===== src/rtl/seq_mult.sv =====
// seq_mult: a sequential shift-add multiplier with a start/done handshake.
// It multiplies two WIDTH-bit operands over WIDTH iteration cycles and
// produces a 2*WIDTH-bit product.
//
// Optional feature macro: SEQ_MULT_SIGNED_EN
//   defined   : signed_mode selects two's-complement operands and product.
//   undefined : signed_mode is ignored and every operation is unsigned.
//
// Ports:
//   clk         rising-edge system clock
//   rst         synchronous, active-high reset
//   start       request; sampled only in IDLE
//   mcand       multiplicand, captured on an accepted start
//   mplier      multiplier, captured on an accepted start
//   signed_mode 1 = two's-complement operation (captured on an accepted start)
//   busy        high whenever the state is not IDLE
//   done        one-cycle pulse; product is valid in that cycle
//   product     result register; holds its value until the next done
module seq_mult #(
  parameter int unsigned WIDTH = 4
) (
  input  logic               clk,
  input  logic               rst,
  input  logic               start,
  input  logic [WIDTH-1:0]   mcand,
  input  logic [WIDTH-1:0]   mplier,
  input  logic               signed_mode,
  output logic               busy,
  output logic               done,
  output logic [2*WIDTH-1:0] product
);

  localparam int unsigned PW = 2 * WIDTH;
  localparam int unsigned CW = $clog2(WIDTH + 1);

  typedef enum logic [1:0] {
    IDLE = 2'd0,
    RUN  = 2'd1,
    DONE = 2'd2
  } state_t;

  state_t           state;
  state_t           state_next;
  logic [PW-1:0]    acc;
  logic [PW-1:0]    acc_next;
  logic [PW-1:0]    mcand_sh;
  logic [WIDTH-1:0] mplier_sh;
  logic [CW-1:0]    cnt;
  logic [WIDTH-1:0] mcand_mag;
  logic [WIDTH-1:0] mplier_mag;
  logic [PW-1:0]    product_next;
  logic             last_iter;

`ifdef SEQ_MULT_SIGNED_EN
  logic neg;
  logic neg_in;

  // Operand magnitudes; -2^(WIDTH-1) maps to 2^(WIDTH-1) as an unsigned value.
  always_comb begin
    mcand_mag  = mcand;
    mplier_mag = mplier;
    neg_in     = 1'b0;
    if (signed_mode) begin
      if (mcand[WIDTH-1]) mcand_mag = WIDTH'(~mcand + 1'b1);
      if (mplier[WIDTH-1]) mplier_mag = WIDTH'(~mplier + 1'b1);
      neg_in = mcand[WIDTH-1] ^ mplier[WIDTH-1];
    end
  end

  // Final sign fix-up; negating zero yields zero, so no special case needed.
  always_comb begin
    product_next = acc_next;
    if (neg) product_next = PW'(~acc_next + 1'b1);
  end
`else
  logic unused_signed_mode;

  assign unused_signed_mode = signed_mode;

  always_comb begin
    mcand_mag    = mcand;
    mplier_mag   = mplier;
    product_next = acc_next;
  end
`endif

  // One shift-add step: the multiplicand is pre-shifted so it always sits at
  // the weight of the multiplier bit currently in position 0.
  always_comb begin
    acc_next = acc;
    if (mplier_sh[0]) acc_next = acc + mcand_sh;
  end

  assign last_iter = (cnt == CW'(1));

  // State register.
  always_ff @(posedge clk) begin
    if (rst) state <= IDLE;
    else     state <= state_next;
  end

  // Next-state logic.
  always_comb begin
    state_next = state;
    case (state)
      IDLE:    if (start) state_next = RUN;
      RUN:     if (last_iter) state_next = DONE;
      DONE:    state_next = IDLE;
      default: state_next = IDLE;
    endcase
  end

  // Datapath and registered outputs. The product and done are loaded on the
  // edge that enters DONE so both are visible during the DONE cycle.
  always_ff @(posedge clk) begin
    if (rst) begin
      acc       <= '0;
      mcand_sh  <= '0;
      mplier_sh <= '0;
      cnt       <= '0;
      product   <= '0;
      done      <= 1'b0;
      busy      <= 1'b0;
`ifdef SEQ_MULT_SIGNED_EN
      neg       <= 1'b0;
`endif
    end else begin
      done <= 1'b0;
      busy <= (state_next != IDLE);
      case (state)
        IDLE: begin
          if (start) begin
            acc       <= '0;
            mcand_sh  <= PW'(mcand_mag);
            mplier_sh <= mplier_mag;
            cnt       <= CW'(WIDTH);
`ifdef SEQ_MULT_SIGNED_EN
            neg       <= neg_in;
`endif
          end
        end
        RUN: begin
          acc       <= acc_next;
          mcand_sh  <= mcand_sh << 1;
          mplier_sh <= mplier_sh >> 1;
          cnt       <= cnt - 1'b1;
          if (last_iter) begin
            product <= product_next;
            done    <= 1'b1;
          end
        end
        default: ;
      endcase
    end
  end

endmodule


===== config.mk =====
export PLATFORM = sky130hd
export DESIGN_NAME = seq_mult
export DESIGN_NICKNAME = d
export VERILOG_FILES = /design/src/rtl/seq_mult.sv
export SDC_FILE = /design/constraint.sdc
export NUM_CORES = 1
export LEC_CHECK = 0
export ABC_AREA = 0
export BUFFER_PORTS_ARGS = -buffer_cell sky130_fd_sc_hd__buf_2
export CORE_ASPECT_RATIO = 1.25
export CORE_MARGIN = 1.5
export CORE_UTILIZATION = 57
export CTS_CLUSTER_SIZE = 14
export DETAILED_ROUTE_END_ITERATION = 8
export PLACE_DENSITY = 0.78
export SLEW_MARGIN = 15
export SYNTH_ARGS = -nofsm -noshare
export SYNTH_HDL_FRONTEND = slang
export SYNTH_SLANG_ARGS = --single-unit

===== constraint.sdc =====
create_clock -name clk -period 2.9 [get_ports clk]
set_clock_uncertainty 0.1 [all_clocks]
set_input_delay 0.145 -clock clk [delete_from_list [all_inputs] [get_ports clk]]
set_output_delay 0.145 -clock clk [all_outputs]
set_load 0.02 [all_outputs]

Word level (Yosys, flattened, before mapping)

Index checks and enable logic that the tools add are counted.

Register bits: 35
Bits in latches: 0
Bits in writable memories: 0
ROM bits: 0
Output and inout port bits: 10
Memories kept: 0

$add $sub $neg: 2
Multiply operators: 0
Div/mod/pow operators: 0
$lt $le $gt $ge: 0
Equal/unequal tests: 3
Shifts and indexed selects: 0
Muxes and demuxes: 13
Bitwise gates (word level): 1
Reductions and logical operators: 6

Operators by type and width:

| operator              | number |
|---|---|
| $pmux W8 S2           | 2 |
| $mux W8               | 3 |
| $add A8 B8 Y8         | 1 |
| $pmux W4 S2           | 1 |
| $pmux W3 S2           | 1 |
| $mux W2               | 2 |
| $mux W4               | 1 |
| $pmux W2 S2           | 1 |
| $reduce_and A2 Y1     | 2 |
| $reduce_bool A2 Y1    | 2 |
| $eq A3 B1 Y1 const B  | 1 |
| $mux W3               | 1 |
| $sub A3 B1 Y3 const B | 1 |
| $eq A2 B1 Y1 const B  | 1 |
| $logic_not A2 Y1      | 1 |
| $ne A2 B2 Y1 const B  | 1 |
| $reduce_or A2 Y1      | 1 |
| $mux W1               | 1 |
| $not A1 Y1            | 1 |

Longest topological paths before layout

Depth after elaboration: 4
Mapped depth: 7
Depth with buffers taken out: 6

Worst setup path before layout

OpenSTA, ideal clock, no wires.

Path kind: register -> register
From: register acc[0]
To: register product[4]
Library setup time: 0.088 ns
Arrival: 1.868 ns
Required time: 2.712 ns
Slack: 0.843 ns
Stages on the path, launching flop included: 7
Period minus slack after synthesis: 2.057 ns
Cells stage by stage: dfxtp_1 > ha_1 > fa_1 > a21o_2 > a21oi_2 > mux2_2 > a311oi_2

Longest elaborated chain between the ends: 2

Ends and longest elaborated chain:

| what                   | RTL line | text |
|---|---|---|
| from (decl)            | 44       | `logic [PW-1:0] acc;` |
| from (signal assigned) | 143      | `acc <= acc_next;` |
| $add A8 B8 Y8          | 91       | `if (mplier_sh[0]) acc_next = acc + mcand_sh;` |
| $mux W8                | 91       |  |
| to (signal assigned)   | 148      | `product <= product_next;` |
| to (decl)              | 30       | `output logic [2*WIDTH-1:0] product` |

No other way between the ends.
A chain may end at the register's enable or synchronous reset.

Worst setup path in the final report

Same ends and word-level chain as after synthesis.

==> key figures <==
Drt
  – Initial DRC count: 27
  – DRT Pass-1 Iters: 4
  – Via/cell ratio: 5.64
  – WL/cell: 13.3 µm
  – DRC Markers: 0
  – Vias: around 1500
  – Routed WL: ~3500 µm
  – Post-route ant nets: 0

Global route
  – Congestion Overflow GR: 0
  – GRT Util Overall: 0.229
  – Largest net degree at the start of global routing: 38
  – Vias in the first global route: between 1000 and 1500
  – First-pass GRT wire length: 5970 µm
  – Antenna violations before repair: 0

Worst setup path
  – CP endpoint kind: flip-flop
  – CP delay by family, top: adder cells
  – CP max FO: 3
  – Worst path max stage delay: 0.42 ns
  – CP cell instances: ha_1 > fa_1 > a21o_2 > a21oi_2 > mux2_2 > a311oi_2
  – CP arrival: 2.27 ns
  – Critical Path Start Type: flip-flop
  – CP max-delay cell: fa_1
  – Crit path buffers/inverters: 0
  – CP Class: flip-flop to flip-flop
  – Required @ worst endpoint: 3.01 ns

Pwr
  – Reg power frac: 0.468
  – Worst VDD drop: 634 µV
  – Sw Ratio: 0.250
  – Internal power: 0.000843 W
  – Leak: 0.862 nW
  – Clock share of power: 0.404
  – Switch Pwr: 0.000281 W
  – Comb power frac: 0.128
  – Power Dens Cells: 544 mW/mm²

Floorplanning
  – Die Span Y: 66.8 µm
  – Die footprint: about 0.0036 mm²
  – Num rows: 23
  – Die width: 54.1 µm
  – Ports: 22
  – Initial Util: 0.587
  – Core footprint: 0.00317 mm²

Cells and area
  – Share of layout cells above drive strength 1: 0.190
  – Most frequent cells in the layout: nor2_1 (40), dfxtp_1 (35), buf_2 (20)
  – Final #Nets: 247
  – Antenna cells: 0
  – Commonest non-fill, non-tap cell in the layout: nor2_1
  – Fin cells: 263
  – Area added between synthesis and finish: 11.1%
  – # fillers: 291

Synthesis
  – Share of the yosys chip area belonging to registers: 0.377
  – Mapped Area: 0.00186 mm²
  – FF+latch count, synth: 35
  – Cells after Synth: 209
  – Post-synth top flop: dfxtp_1
  – Netlist cell types: 46
  – Xor and xnor area share after synthesis: 0.0283
  – Post-synthesis adder-cell area fraction: 0.0714
  – Async SR Flop Fraction: 0
  – Post-synth EDFFs: 0
  – Post-synthesis compound-gate area fraction: 0.225
  – Mux share of post-synthesis cell area: 0.0364
  – Syn_area_per_cell: 8.89 µm²
  – Yosys warns: 0
  – Mapped Nets: 231
  – Largest family of logic cells by synthesized area: compound AO/OA/AOI/OAI gates
  – Synth Area in Simple Gates: 0.207

Clocking
  – Clk pin slew, worst setup/hold paths: 0.07 ns
  – Worst skew pair latency: between 0.2 and 0.3 ns
  – TritonCTS Buffers: 5
  – CTS sink count: 35
  – CTS tree: built
  – H-tree depth: 2
  – Max clock buf depth: 2
  – Post-CTS Resized: 0
  – Post-CTS Repair Setup Buffers: 0
  – CTS Hold Bufs: 1
  – CTS Root Cell: clkbuf_8

Timing
  – Max Clk Rate: 462 MHz
  – Slew HR: 0.414
  – RSZ-0062 raised after global routing: no
  – Crit share post-route: 0.747
  – Fin crit period: roughly 2.2 ns
  – Final setup fails: 0
  – Setup TNS: 0 ns
  – Measured slew at the worst slew-check pin: slightly below 0.9 ns
  – Pins Over Slew Limit: 0
  – Final hold viol count: 0

Placement
  – Placed insts: 254
  – IO Port Bufs: 20
  – Routability cong.: 0.789
  – DP HPWL: 2460 µm

Flow run
  – Max Cap Viol: 0

Worst hold path
  – Hold WC Path Type: primary input to flip-flop

Run status
  – Status: complete, no violations
## area by class of cell
class                           count  area, µm²  area share
Timing Repair Buffer               23        125      0.0606
Tap cell                           37       46.3      0.0224
Clock inverter                      2       35.0      0.0170
Sequential cell                    35        701       0.339
Multi-Input combinational cell    155       1060       0.512
Clock buffer                        6       82.6      0.0400
Inverter                            5       18.8     0.00909
## flip-flops by register name, summed over array words and instances (netlist names)
register,count
acc,8
mcand_sh,8
product,8
mplier_sh,4
cnt,3
state,2
busy,1
done,1
## power groups by stage
stage          sequential [W]  combinational (W)  clock, W
2_1_floorplan        0.000531           0.000118         0
3_3_place_gp         0.000536           0.000140         0
3_5_place_dp         0.000537           0.000143         0
4_1_cts              0.000526           0.000145  0.000464
5_1_grt              0.000530           0.000163  0.000480
6_report             0.000526           0.000144  0.000454
## tightest hold or removal path, stage by stage
cell and delay, ns:
buf_2 0.08, a22oi_1 0.06, nor2_1 0.08
## Yosys cell counts, drive strengths merged (4+ instances only)
cell | number | area [µm²]
clkbuf | 4 | 15.0
buf | 10 | 67.6
a21oi | 14 | 73.8
inv | 5 | 18.8
o21ai | 7 | 38.8
nor2b | 10 | 62.6
nor3 | 7 | 35.0
nand2b | 5 | 31.3
nand3b | 6 | 45.0
nand2 | 5 | 18.8
a311oi | 4 | 41.3
a22oi | 7 | 52.6
ha | 9 | 113
nor2 | 40 | 150
dfxtp | 35 | 701
## cells by family (layout without fill, tap and decap cells)
logic type / Yosys count / after routing
AOI/OAI and AO/OA: 55 / 55
buffers and inverters: 19 / 36
xor gates and xnor gates: 6 / 6
DFF: 35 / 35
adders and majority gates: 10 / 10
muxes: 6 / 6
and+or+nand+nor: 78 / 78
## worst paths after layout
check                                             start                         to  slack [ns]  cells past startpoint
worst max-delay path                acc[0]$_SDFFE_PP0P_    product[4]$_SDFFE_PP0P_        0.74                      6
worst min-delay path                          mplier[3]  mplier_sh[3]$_SDFFE_PP0P_       0.006                      3
worst min register to register  product[5]$_SDFFE_PP0P_    product[5]$_SDFFE_PP0P_        0.38                      2
worst max register to register      acc[0]$_SDFFE_PP0P_    product[4]$_SDFFE_PP0P_        0.74                      6
## per-layer routing
layer / track usage / up-vias / wire, µm
li1: - / 772 / -
met2: 0.393 / 25 / 1750
met3: 0.0605 / 5 / 118
met4: 0.0938 / 0 / 57
met5: 0 / - / 0
met1: 0.260 / 681 / 1590
## per-stage QoR
step | power [W] | util | setup slack, ns | cell area [µm²] | hold slack (ns)
4_1_cts | 0.00114 | 0.652 | 0.735 | 2060 | 0.00210
2_1_floorplan | 0.000649 | - | 0.843 | 1860 | 0.193
5_1_grt | 0.00117 | 0.652 | 0.647 | 2060 | 0.0140
3_3_place_gp | 0.000676 | 0.612 | 0.768 | 1940 | 0.286
6_report | 0.00112 | 0.652 | 0.735 | 2060 | 0.00571
3_5_place_dp | 0.000680 | 0.612 | 0.757 | 1940 | 0.292
Note: power is estimated with default switching activity, not from simulation.
